`config.mk`:
```
export PLATFORM = sky130hd
export DESIGN_NAME = vm_change_core
export DESIGN_NICKNAME = d
export VERILOG_FILES = /design/src/rtl/vm_change_core.sv
export SDC_FILE = /design/constraint.sdc
export NUM_CORES = 1
export LEC_CHECK = 0
export CORE_AREA = 3 3 108 100
export DETAILED_ROUTE_END_ITERATION = 12
export DIE_AREA = 0 0 111 103
export SLEW_MARGIN = 10
export SYNTH_ARGS = -nofsm -noshare
export SYNTH_HDL_FRONTEND = slang
export SYNTH_SLANG_ARGS = --single-unit
```
`constraint.sdc`:
```
create_clock -name clk -period 4.3 [get_ports clk]
set_input_delay 0.86 -clock clk [delete_from_list [all_inputs] [get_ports clk]]
set_output_delay 0.86 -clock clk [all_outputs]
set_load 0.005 [all_outputs]
```
`src/rtl/vm_change_core.sv`:
```
// ============================================================================
// vm_change_core
// ----------------------------------------------------------------------------
// Multi-product vending-machine core. Accumulates inserted coins into a credit
// register, holds a writable price table, vends a selected product when the
// credit covers its price and returns change over a valid/ready handshake.
//
// Ports:
//   clk, rst           clock, asynchronous active-high reset
//   coin_valid/val     coin-inserted strobe and coin value
//   sel_valid/sel      product-selected strobe and product index
//   cancel             user-abort strobe
//   price_we/addr/data price-table write port
//   credit             accumulated credit (registered)
//   credit_ok          per-product "credit >= price" flags
//   coin_rej           one-cycle pulse: coin refused
//   sel_rej            one-cycle pulse: selection refused
//   vend/vend_id       one-cycle dispense pulse and product index
//   chg_valid/chg_val  change offer to the coin-return mechanism
//   chg_ready          coin-return mechanism accepts the offer
//   busy               high while change is being returned
// ============================================================================
module vm_change_core #(
    parameter int             W         = 8,
    parameter int             NPROD     = 4,
    parameter logic [W-1:0]   DEF_PRICE = 8'd50,
    localparam int            SW        = (NPROD > 1) ? $clog2(NPROD) : 1
) (
    input  logic              clk,
    input  logic              rst,
    input  logic              coin_valid,
    input  logic [W-1:0]      coin_val,
    input  logic              sel_valid,
    input  logic [SW-1:0]     sel,
    input  logic              cancel,
    input  logic              price_we,
    input  logic [SW-1:0]     price_addr,
    input  logic [W-1:0]      price_data,
    output logic [W-1:0]      credit,
    output logic [NPROD-1:0]  credit_ok,
    output logic              coin_rej,
    output logic              sel_rej,
    output logic              vend,
    output logic [SW-1:0]     vend_id,
    output logic              chg_valid,
    output logic [W-1:0]      chg_val,
    input  logic              chg_ready,
    output logic              busy
);

    localparam logic [1:0] ST_IDLE   = 2'd0;
    localparam logic [1:0] ST_CREDIT = 2'd1;
    localparam logic [1:0] ST_CHANGE = 2'd2;

    localparam logic [SW:0] NPROD_L = (SW + 1)'(NPROD);

    logic [1:0]     r_state;
    logic [W-1:0]   r_credit;
    logic [W-1:0]   r_chg_val;
    logic           r_coin_rej;
    logic           r_sel_rej;
    logic           r_vend;
    logic [SW-1:0]  r_vend_id;
    logic [W-1:0]   r_price [NPROD];

    logic [1:0]     w_state_n;
    logic [W-1:0]   w_credit_n;
    logic [W-1:0]   w_chg_n;
    logic           w_coin_rej_n;
    logic           w_sel_rej_n;
    logic           w_vend_n;
    logic [SW-1:0]  w_vend_id_n;

    logic [W:0]     w_sum;
    logic           w_sel_ok;
    logic           w_addr_ok;
    logic [W-1:0]   w_price_sel;
    logic [W-1:0]   w_diff;

    // Overflow is detected in W+1 bits; bit W set means the coin cannot fit.
    assign w_sum       = {1'b0, r_credit} + {1'b0, coin_val};
    assign w_sel_ok    = ({1'b0, sel} < NPROD_L);
    assign w_addr_ok   = ({1'b0, price_addr} < NPROD_L);
    assign w_price_sel = w_sel_ok ? r_price[sel] : '1;
    assign w_diff      = r_credit - w_price_sel;

    always_comb begin
        w_state_n    = r_state;
        w_credit_n   = r_credit;
        w_chg_n      = r_chg_val;
        w_coin_rej_n = 1'b0;
        w_sel_rej_n  = 1'b0;
        w_vend_n     = 1'b0;
        w_vend_id_n  = '0;

        // A coin only competes for the cycle when no cancel/select is present;
        // otherwise it is handed back untouched.
        if (coin_valid) begin
            if (cancel || sel_valid || (r_state == ST_CHANGE) || w_sum[W]) begin
                w_coin_rej_n = 1'b1;
            end else if (coin_val != '0) begin
                w_credit_n = w_sum[W-1:0];
                w_state_n  = ST_CREDIT;
            end
        end

        case (r_state)
            ST_IDLE: begin
                if (!cancel && sel_valid) begin
                    w_sel_rej_n = 1'b1;
                end
            end
            ST_CREDIT: begin
                if (cancel) begin
                    w_chg_n    = r_credit;
                    w_credit_n = '0;
                    w_state_n  = ST_CHANGE;
                end else if (sel_valid) begin
                    if (w_sel_ok && (r_credit >= w_price_sel)) begin
                        w_vend_n    = 1'b1;
                        w_vend_id_n = sel;
                        w_chg_n     = w_diff;
                        w_credit_n  = '0;
                        w_state_n   = (w_diff != '0) ? ST_CHANGE : ST_IDLE;
                    end else begin
                        w_sel_rej_n = 1'b1;
                    end
                end
            end
            ST_CHANGE: begin
                if (!cancel && sel_valid) begin
                    w_sel_rej_n = 1'b1;
                end
                if (chg_ready) begin
                    w_chg_n   = '0;
                    w_state_n = ST_IDLE;
                end
            end
            default: begin
                w_state_n  = ST_IDLE;
                w_credit_n = '0;
                w_chg_n    = '0;
            end
        endcase
    end

    always_ff @(posedge clk or posedge rst) begin
        if (rst) begin
            r_state    <= ST_IDLE;
            r_credit   <= '0;
            r_chg_val  <= '0;
            r_coin_rej <= 1'b0;
            r_sel_rej  <= 1'b0;
            r_vend     <= 1'b0;
            r_vend_id  <= '0;
        end else begin
            r_state    <= w_state_n;
            r_credit   <= w_credit_n;
            r_chg_val  <= w_chg_n;
            r_coin_rej <= w_coin_rej_n;
            r_sel_rej  <= w_sel_rej_n;
            r_vend     <= w_vend_n;
            r_vend_id  <= w_vend_id_n;
        end
    end

    // Selection compares against the pre-write value because both read the
    // table registers before this edge updates them.
    always_ff @(posedge clk or posedge rst) begin
        if (rst) begin
            for (int unsigned i = 0; i < NPROD; i++) begin
                r_price[i] <= DEF_PRICE;
            end
        end else if (price_we && w_addr_ok) begin
            r_price[price_addr] <= price_data;
        end
    end

    always_comb begin
        credit_ok = '0;
        for (int unsigned i = 0; i < NPROD; i++) begin
            credit_ok[i] = (r_credit >= r_price[i]);
        end
    end

    assign credit    = r_credit;
    assign coin_rej  = r_coin_rej;
    assign sel_rej   = r_sel_rej;
    assign vend      = r_vend;
    assign vend_id   = r_vend_id;
    assign chg_valid = (r_state == ST_CHANGE);
    assign chg_val   = r_chg_val;
    assign busy      = (r_state == ST_CHANGE);

endmodule

```
==> results of run 1 <==
## state kept, by name (all words and copies together) (netlist names)
signal	count
chg_val	8
vend_id	2
r_state	2
coin_rej	1
credit	8
sel_rej	1
r_price	32
vend	1
## cell usage after synthesis, types with 3 or more instances
cell	n	area, sq um
a211oi_1	4	30.03
a21o_1	3	22.52
a21oi_1	19	95.09
a22o_1	6	52.55
clkbuf_1	4	15.01
dfrtp_1	43	1076
dfstp_2	12	315.3
ha_1	49	613.1
inv_1	40	150.1
mux2_2	28	315.3
mux2i_1	8	80.08
mux4_2	8	180.2
nand2_1	19	71.32
nand2b_1	6	37.54
nor2_1	23	86.33
nor2b_1	7	43.79
nor3_1	8	40.04
o21a_1	4	30.03
o21ai_0	28	140.1
o21bai_1	3	22.52
o31ai_1	3	22.52
o41a_1	4	45.04
xnor2_1	10	87.58
## cell type report
class / count / area (sq um)
Timing Repair Buffer: 57 / 560.5
Clock inverter: 2 / 35.03
Clock buffer: 6 / 82.58
Inverter: 40 / 150.1
Fill cell: 894 / 4990
Sequential cell: 55 / 1391
Multi-Input combinational cell: 271 / 2290
Tap cell: 126 / 157.7
## report_power, final
group | total [uW] | switching [uW] | internal [uW] | leakage [uW]
sequential | 847 | 189 | 658 | 0.000666
combinational | 1460 | 676 | 780 | 0.00134
clock | 360 | 171 | 189 | 0.0000612
## logic make-up after synthesis
group / after synthesis / share of synthesized area (%)
xor gates and xnor gates: 10 / 2.261
buffers and inverters: 46 / 4.974
and+or+nand+nor: 82 / 10.85
muxes: 44 / 14.86
AOI/OAI and AO/OA: 84 / 14.28
DFF: 55 / 35.92
adders and majority gates: 51 / 16.86
## per-layer routing
metal / share of wire, % / up-vias / GRT usage (%)
li1: - / 1455 / -
met1: 49 / 1450 / 23.35
met2: 46 / 68 / 27.43
met3: 4.2 / 7 / 2.171
met4: 0.57 / 0 / 2.746
met5: 0 / - / 0
## worst max-delay path, stage by stage
cell,delay (ps)
clkdlybuf4s50_1,680
mux4_2,570
ha_1,200
inv_1,60
fa_1,210
a21o_1,150
a211oi_1,90
o21ai_1,260
a21oi_1,130
nor2_1,400
a22o_1,200
## how the worst min path moves through the flow
stage | startpoint | endpoint | slack [ps]
global placement | chg_val[3]$_DFFE_PP0P_ | chg_val[3]$_DFFE_PP0P_ | 470
detailed placement | chg_val[3]$_DFFE_PP0P_ | chg_val[3]$_DFFE_PP0P_ | 470
global route | chg_val[3]$_DFFE_PP0P_ | chg_val[3]$_DFFE_PP0P_ | 520
floorplan | r_state[1]$_DFF_PP0_ | r_state[0]$_DFF_PP0_ | 460
CTS | chg_val[3]$_DFFE_PP0P_ | chg_val[3]$_DFFE_PP0P_ | 490
finish | chg_val[3]$_DFFE_PP0P_ | chg_val[3]$_DFFE_PP0P_ | 490
## through the flow
stage / utilization, % / hold WS [ps] / instances / total power, uW / worst slack, ps
floorplan: - / 455.1 / 372 / 1806 / 911.8
global placement: 47.11 / 469.4 / 549 / 2287 / 495.7
detailed placement: 47.11 / 469.8 / 549 / 2320 / 387.9
CTS: 48.33 / 492.0 / 557 / 2695 / 702.7
global route: 48.33 / 523.5 / 557 / 2931 / 447.5
finish: 48.33 / 485.6 / 557 / 2663 / 719.7
==> metrics.txt, run 1 <==
status=finished clean; Final Slew Violations=0; # rows=34; worst r2r src=r_price[9]$_DFFE_PP1P_; post-synthesis sequential area ratio=roughly 36%; Critical Path RT=about 4500 ps; TNS Setup=0 ps; P_leak=about 0.0021 uW; cells after synthesis=about 370; All-Layer GR Usage=between 15 and 20%; post-CTS sizing=0; vias=between 2,000 and 3,000; fmax=between 200 and 300 MHz; pin count of the biggest net entering global routing=29; Nets=between 500 and 600; max-cap viol count=0; GPL Wtd Cong=approximately 0.86; most frequent cells in the layout=53 x clkdlybuf4s50_1, 49 x ha_1, 43 x dfrtp_1, 39 x inv_1; Post-Syn Area per Cell=between 10 and 15 sq um; distinct cell type count after synthesis=49; Final setup viols=0; Clock Tree Root=clkbuf_8; r2r setup slk=between 1500 and 2000 ps; initial core utilization=40.11%; Top FF cell, synth=dfrtp_1; Num CTS Buffers=5; Yosys Warn Count=0; Post-synth EDFFs=0; crit start category=input pin; clk_skew=14.90 ps; CP arrival=roughly 3800 ps; CTS tree=done; Critical Path End=chg_val[6]$_DFFE_PP0P_; Tmin final=between 3000 and 4000 ps; DP Wirelength=between 7 and 8 mm; initial antenna violation count=0; Post-CTS Setup Inserts=0; Clk pin slew, worst setup/hold paths=roughly 90 ps; Hold/Removal Path Class=reg -> reg; register bit total from synthesis=55; Routed WL=about 9 mm; Synth async-reset ratio=100.0%; Syn Nets=between 400 and 500; Final Cycle Share=83.26%; Hold Buf Count CTS=0; H-tree levels=2; design area=between 0.004 and 0.005 sq mm; reg2reg end=chg_val[6]$_DFFE_PP0P_; Port Buf Inserts=53; antenna-violating nets left=0; 1st-iter DRT viols=105; hold depth=2; critical path capture point type=flip-flop; layout cells sized above 1=approximately 16%; commonest non-fill, non-tap cell in the layout=clkdlybuf4s50_1; routed length per placed instance=about 16 um; Clock Sinks=55; DRT Pass-1 Iters=7; first-pass GRT wire length=about 15 mm; RSZ-0062 raised after global routing=no; Final Hold Fails=0; Tightest Pin Transition=between 600 and 700 ps; core area=a little under 0.01 sq mm; Placed Area=~0.0045 sq mm; worst skew pair latency=between 300 and 400 ps; Area growth syn-to-layout=20.48%; vias per inst=5.350; Critical Setup Path Class=in -> reg; Die Y=103 um; vias in the first global route=3,095; GRT overflow=0; Antenna diodes=0; R2R depth=9; synthesized area=around 0.0039 sq mm; DIE AREA=0.01143 sq mm; residual DRC count=0; CP startpoint=sel[1]; IO Pins=between 50 and 60; Crit Path Max Fanout=7; VDD IR max=0.0002386 V; Worst slew margin=slightly below 60%; Pwr Density=around 570 mW/mm^2; Max clock buf depth=2; die width=between 100 and 150 um
Note: power is estimated with default switching activity, not from simulation.
==> inputs of run 2 (changes only) <==
==> constraint.sdc (replaced) <==
create_clock -name clk -period 2.9 [get_ports clk]
set_input_delay 0.58 -clock clk [delete_from_list [all_inputs] [get_ports clk]]
set_output_delay 0.58 -clock clk [all_outputs]
set_load 0.005 [all_outputs]
==> metrics.txt, run 2 (synthesis results as in run 1) <==
CP arrival=3060 ps (was 3820 ps); status=finished clean (unchanged); Critical Setup Path Class=in -> reg (unchanged); max-cap viol count=0 (unchanged); antenna-violating nets left=0 (unchanged); Pwr Density=854.9 mW/mm^2 (was 570.6 mW/mm^2); DIE AREA=0.01143 sq mm (unchanged); H-tree levels=2 (unchanged); 1st-iter DRT viols=76 (was 105); VDD IR max=0.0003475 V (was 0.0002386 V); Area growth syn-to-layout=29.78% (was 20.48%); vias=3,098 (was 2,980); clk_skew=4.235 ps (was 14.90 ps); All-Layer GR Usage=17.14% (was 16.41%); GPL Wtd Cong=0.8468 (was 0.8560); initial core utilization=40.11% (unchanged); crit-path max cell delay=520 ps (was 680 ps); initial antenna violation count=0 (unchanged); Final Hold Fails=0 (unchanged); Pwr Total=4298 uW (was 2663 uW); first-pass GRT wire length=15.99 mm (was 15.38 mm); Antenna diodes=0 (unchanged); slowest cell on the critical path=mux4_2 (was clkdlybuf4s50_1); Tightest Pin Transition=600.7 ps (was 609.2 ps); fmax=about 360 MHz; Clk pin slew, worst setup/hold paths=90 ps (about the same); Crit Path Max Fanout=5 (was 7); DP Wirelength=7.480 mm (was 7.039 mm); vias per inst=5.224 (was 5.350); P_leak=0.002275 uW (was 0.002068 uW); Final Cycle Share=a little over nine tenths; CTS tree=done (unchanged); core area=0.009657 sq mm (unchanged); CP Depth=11 (unchanged); Tmin final=around 2800 ps; pin count of the biggest net entering global routing=29 (unchanged); Final Slew Violations=0 (unchanged); DRT Pass-1 Iters=5 (was 7); Final Hold Slack=481.5 ps (was 485.6 ps); Layout fillers=855 (was 894); commonest non-fill, non-tap cell in the layout=ha_1 (was clkdlybuf4s50_1); Hold Buf Count CTS=0 (unchanged); CP top delay family=compound AO/OA/AOI/OAI gates (unchanged); Final setup viols=0 (unchanged); routed length per placed instance=15.89 um (was 15.95 um); vias in the first global route=3,097 (was 3,095); Largest Register=r_price (unchanged); Clock Tree Root=clkbuf_8 (unchanged); Crit path top cell by count=o21a_1; most frequent cells in the layout=48 x ha_1, 47 x clkdlybuf4s50_1, 43 x dfrtp_1, 37 x inv_1, 35 x buf_4 (was 53 x clkdlybuf4s50_1, 49 x ha_1, 43 x dfrtp_1, 39 x inv_1); Nets=544 (was 508); Max clock buf depth=2 (unchanged); residual DRC count=0 (unchanged); crit start category=input pin (unchanged); WP buf/inv=3 (was 2); Worst slew margin=59.89% (was 59.33%); Num CTS Buffers=5 (unchanged); GRT overflow=0 (unchanged); Critical Path RT=3150 ps (was 4540 ps); worst skew pair latency=310 ps (about the same); critical path capture point type=flip-flop (unchanged); layout cells sized above 1=27.62% (was 16.01%); Die Y=103 um (unchanged); # rows=34 (unchanged); Port Buf Inserts=53 (unchanged); R2R depth=10 (was 9); Clock Sinks=55 (unchanged); Routed WL=9.420 mm (was 8.886 mm); RSZ-0062 raised after global routing=no (unchanged); crit path cell chain=dlygate4sd2_1 -> buf_6 -> mux4_2 -> inv_2 -> ha_1 -> nor2b_2 -> o31a_1 -> o21a_1 -> o21a_1 -> o31ai_2 -> a22o_1 (was clkdlybuf4s50_1 -> mux4_2 -> ha_1 -> inv_1 -> fa_1 -> a21o_1 -> a211oi_1 -> o21ai_1 -> a21oi_1 -> nor2_1 -> a22o_1); hold depth=2 (unchanged); IO Pins=54 (unchanged); max FFs per register=32 (unchanged); Hold/Removal Path Class=reg -> reg (unchanged); die width=111 um (unchanged)
==> run 2: cell types whose count changed in the layout (fill, tap and decap cells not counted), moves of 3 or more <==
cell | before | now
clkbuf_2 | 0 | 3
o21ai_1 | 1 | 4
o21ai_0 | 28 | 24
clkdlybuf4s50_1 | 53 | 47
buf_4 | 4 | 35
a21oi_1 | 19 | 13
buf_6 | 0 | 3
a21oi_2 | 1 | 5
==> run 2: worst paths after layout <==
kind / slack (ps) / to / from
max: 100 / chg_val[5]$_DFFE_PP0P_ / sel[1]
min: 480 / chg_val[3]$_DFFE_PP0P_ / chg_val[3]$_DFFE_PP0P_
max reg2reg: 330 / chg_val[6]$_DFFE_PP0P_ / r_price[9]$_DFFE_PP1P_
min reg2reg: 480 / chg_val[3]$_DFFE_PP0P_ / chg_val[3]$_DFFE_PP0P_
max in group asynchronous: 1610 / r_price[1]$_DFFE_PP1P_ / rst
min in group asynchronous: 660 / vend$_DFF_PP0_ / rst
==> run 2: metrics by stage <==
stage               std cells  setup TNS, ps  setup WS [ps]  util [%]  cell area [sq um]
finish                    593              0          97.60     52.06               5027
floorplan                 372              0          48.15         -               3884
global placement          578          -9597         -532.0     49.55               4785
CTS                       590         -41.09         -41.09     51.40               4964
detailed placement        578         -10670         -613.0     49.55               4785
global route              593              0          5.769     52.06               5027
==> run 2: final cells by class <==
type,instances,area [sq um],area share (%)
repair buffers,92,828.3,16.48
inverters,40,150.1,2.987
clock buffers,7,76.32,1.518
clock inverters,1,5.005,0.09955
multi-input cells,272,2419,48.11
well taps,126,157.7,3.136
flip-flops and latches,55,1391,27.68
==> run 2: worst register-to-register path: stages, from the launching register on <==
cell,delay [ps]
dfstp_2,560
mux4_2,250
inv_2,40
buf_4,130
fa_2,370
a211oi_1,260
o21bai_1,120
a21oi_1,180
xnor2_1,100
mux2_2,270
a22o_1,190
==> run 2: what timing repair did <==
item	4_1_cts	5_1_grt
setup buffers	4	2
endpoints found under the hold margin	0	0
pin swaps	12	10
gates cloned	0	1
resized for setup	30	17
endpoints found under the setup margin	24	24
==> run 2: layer usage <==
layer  track usage, %  part of all wire (%)
met1            24.15                    50
met4            4.356                   1.6
met3            2.171                   2.6
met2            28.31                    45
met5                0                     0
==> run 2: where the power goes <==
part / switching, uW / leakage (uW) / internal, uW / total [uW]
logic: 1260 / 0.00157 / 1440 / 2700
clock network: 247 / 0.0000422 / 170 / 417
registers: 206 / 0.000666 / 977 / 1180
total: 1710 / 0.00228 / 2590 / 4300
==> inputs of run 3 (changes only) <==
==> constraint.sdc (replaced) <==
create_clock -name clk -period 3.2 [get_ports clk]
set_input_delay 0.64 -clock clk [delete_from_list [all_inputs] [get_ports clk]]
set_output_delay 0.64 -clock clk [all_outputs]
set_load 0.005 [all_outputs]
==> metrics.txt, run 3 (synthesis results as in run 1) <==
CP arrival=2410 ps (was 3060 ps); Crit Path Max Fanout=5 (unchanged); layout cells sized above 1=21.15% (was 27.62%); antenna-violating nets left=0 (unchanged); Critical Setup Path Class=reg -> out (was in -> reg); clk_skew=7.883 ps (was 4.235 ps); Area growth syn-to-layout=25.65% (was 29.78%); crit start category=flip-flop (was input pin); area of the multi-input gates=0.002315 sq mm (was 0.002419 sq mm); DRT Pass-1 Iters=4 (was 5); Num CTS Buffers=5 (unchanged); Clock Tree Root=clkbuf_8 (unchanged); Nets=531 (was 544); Clock Sinks=55 (unchanged); sequential cell area=0.001391 sq mm (unchanged); max-cap viol count=0 (unchanged); first-pass GRT wire length=15.38 mm (was 15.99 mm); DIE AREA=0.01143 sq mm (unchanged); CTS tree=done (unchanged); Final Slew Violations=0 (unchanged); worst skew pair latency=320 ps (was 310 ps); Layout fillers=873 (was 855); TNS Setup=0 ps (unchanged); Setup WS pre-CTS=-434.5 ps (was -613.0 ps); DP Wirelength=7.397 mm (was 7.480 mm); P_leak=0.002195 uW (was 0.002275 uW); fin util=50.40% (was 52.06%); Clk pin slew, worst setup/hold paths=90 ps (about the same); Max clock buf depth=2 (unchanged); vias per inst=5.209 (was 5.224); fmax=roughly 330 MHz; 1st-iter DRT viols=79 (was 76); # rows=34 (unchanged); initial antenna violation count=0 (unchanged); routed length per placed instance=15.87 um (was 15.89 um); pin count of the biggest net entering global routing=29 (unchanged); die width=111 um (unchanged); Pwr Total=3817 uW (was 4298 uW); Final setup viols=0 (unchanged); H-tree levels=2 (unchanged); Antenna diodes=0 (unchanged); r2r setup slk=550 ps (was 330 ps); max FFs per register=32 (unchanged); All-Layer GR Usage=16.84% (was 17.14%); Hold/Removal Path Class=reg -> reg (unchanged); Die Y=103 um (unchanged); core area=0.009657 sq mm (unchanged); critical path capture point type=output port (was flip-flop); Worst Setup Slack, final=146.5 ps (was 97.60 ps); status=finished clean (unchanged); vias in the first global route=3,018 (was 3,097); Final Cycle Share=a little over nine tenths; IO Pins=54 (unchanged); GPL Wtd Cong=0.8533 (was 0.8468); most frequent cells in the layout=51 x clkdlybuf4s50_1, 49 x ha_1, 43 x dfrtp_1, 38 x inv_1, 28 x mux2_2 (was 48 x ha_1, 47 x clkdlybuf4s50_1, 43 x dfrtp_1, 37 x inv_1, 35 x buf_4); residual DRC count=0 (unchanged); GRT overflow=0 (unchanged); Tmin final=around 3100 ps; initial core utilization=40.11% (unchanged); Final Hold Fails=0 (unchanged); commonest non-fill, non-tap cell in the layout=clkdlybuf4s50_1 (was ha_1); Worst slew margin=57.99% (was 59.89%); Tightest Pin Transition=629.2 ps (was 600.7 ps); Port Buf Inserts=53 (unchanged); Largest Register=r_price (unchanged); vias=3,021 (was 3,098); VDD IR max=0.0003463 V (was 0.0003475 V); Routed WL=9.207 mm (was 9.420 mm); Pwr Density=784.3 mW/mm^2 (was 854.9 mW/mm^2); Critical Path RT=2560 ps (was 3150 ps)
[run 3: power breakdown]
group / internal (uW) / leakage, uW / switching, uW / total, uW
Combinational: 1230 / 0.00148 / 1040 / 2270
Clock: 235 / 0.0000524 / 229 / 464
Sequential: 884 / 0.000666 / 202 / 1090
Total: 2350 / 0.00220 / 1470 / 3820
[run 3: layout make-up]
cell class / count / area share [%]
inverter: 40 / 3.085
tap: 126 / 3.239
sequential: 55 / 28.59
clock buffer: 7 / 1.568
timing repair buffer: 80 / 15.35
clock inverter: 1 / 0.6170
multi-input combinational: 271 / 47.56
[run 3: worst max-delay path, cell delays in order (launching register included)]
cell	delay, ps
dfrtp_1	400
inv_2	110
ha_1	230
nand2b_1	140
a21oi_1	140
nor2b_1	60
o21ai_1	130
a21oi_1	90
o41a_1	340
clkdlybuf4s50_1	470
[run 3: through the flow]
stage	instance area, sq um	cells	hold WS, ps
floorplan	3874	372	455.1
global placement	4727	571	464.8
detailed placement	4727	571	468.3
CTS	4832	579	489.9
global route	4867	580	500.3
finish	4867	580	480.6
[run 3: repair_timing]
| item | in CTS | in global routing |
|---|---|---|
| gates resized for setup | 2 | 10 |
| hold buffers | 0 | 0 |
| buffers inserted | 0 | 1 |
| gates cloned | 0 | 0 |
| setup endpoints to repair | 15 | 13 |
[run 3: final timing paths]
path	from	endpoint	depth (start not counted)
worst max-delay path	credit[0]$_DFF_PP0_	credit_ok[2]	9
worst min-delay path	chg_val[3]$_DFFE_PP0P_	chg_val[3]$_DFFE_PP0P_	2
worst max register to register	credit[0]$_DFF_PP0_	credit[1]$_DFF_PP0_	9
worst min register to register	chg_val[3]$_DFFE_PP0P_	chg_val[3]$_DFFE_PP0P_	2
max in group asynchronous	rst	r_price[9]$_DFFE_PP1P_	3
min in group asynchronous	rst	vend$_DFF_PP0_	2
[run 3: metal layers]
layer	track usage, %	part of all wire [%]	up-vias
li1	-	-	1512
met1	22.89	48	1455
met2	28.92	48	47
met3	2.465	3.2	7
met4	3.693	0.84	0
met5	0	0	-
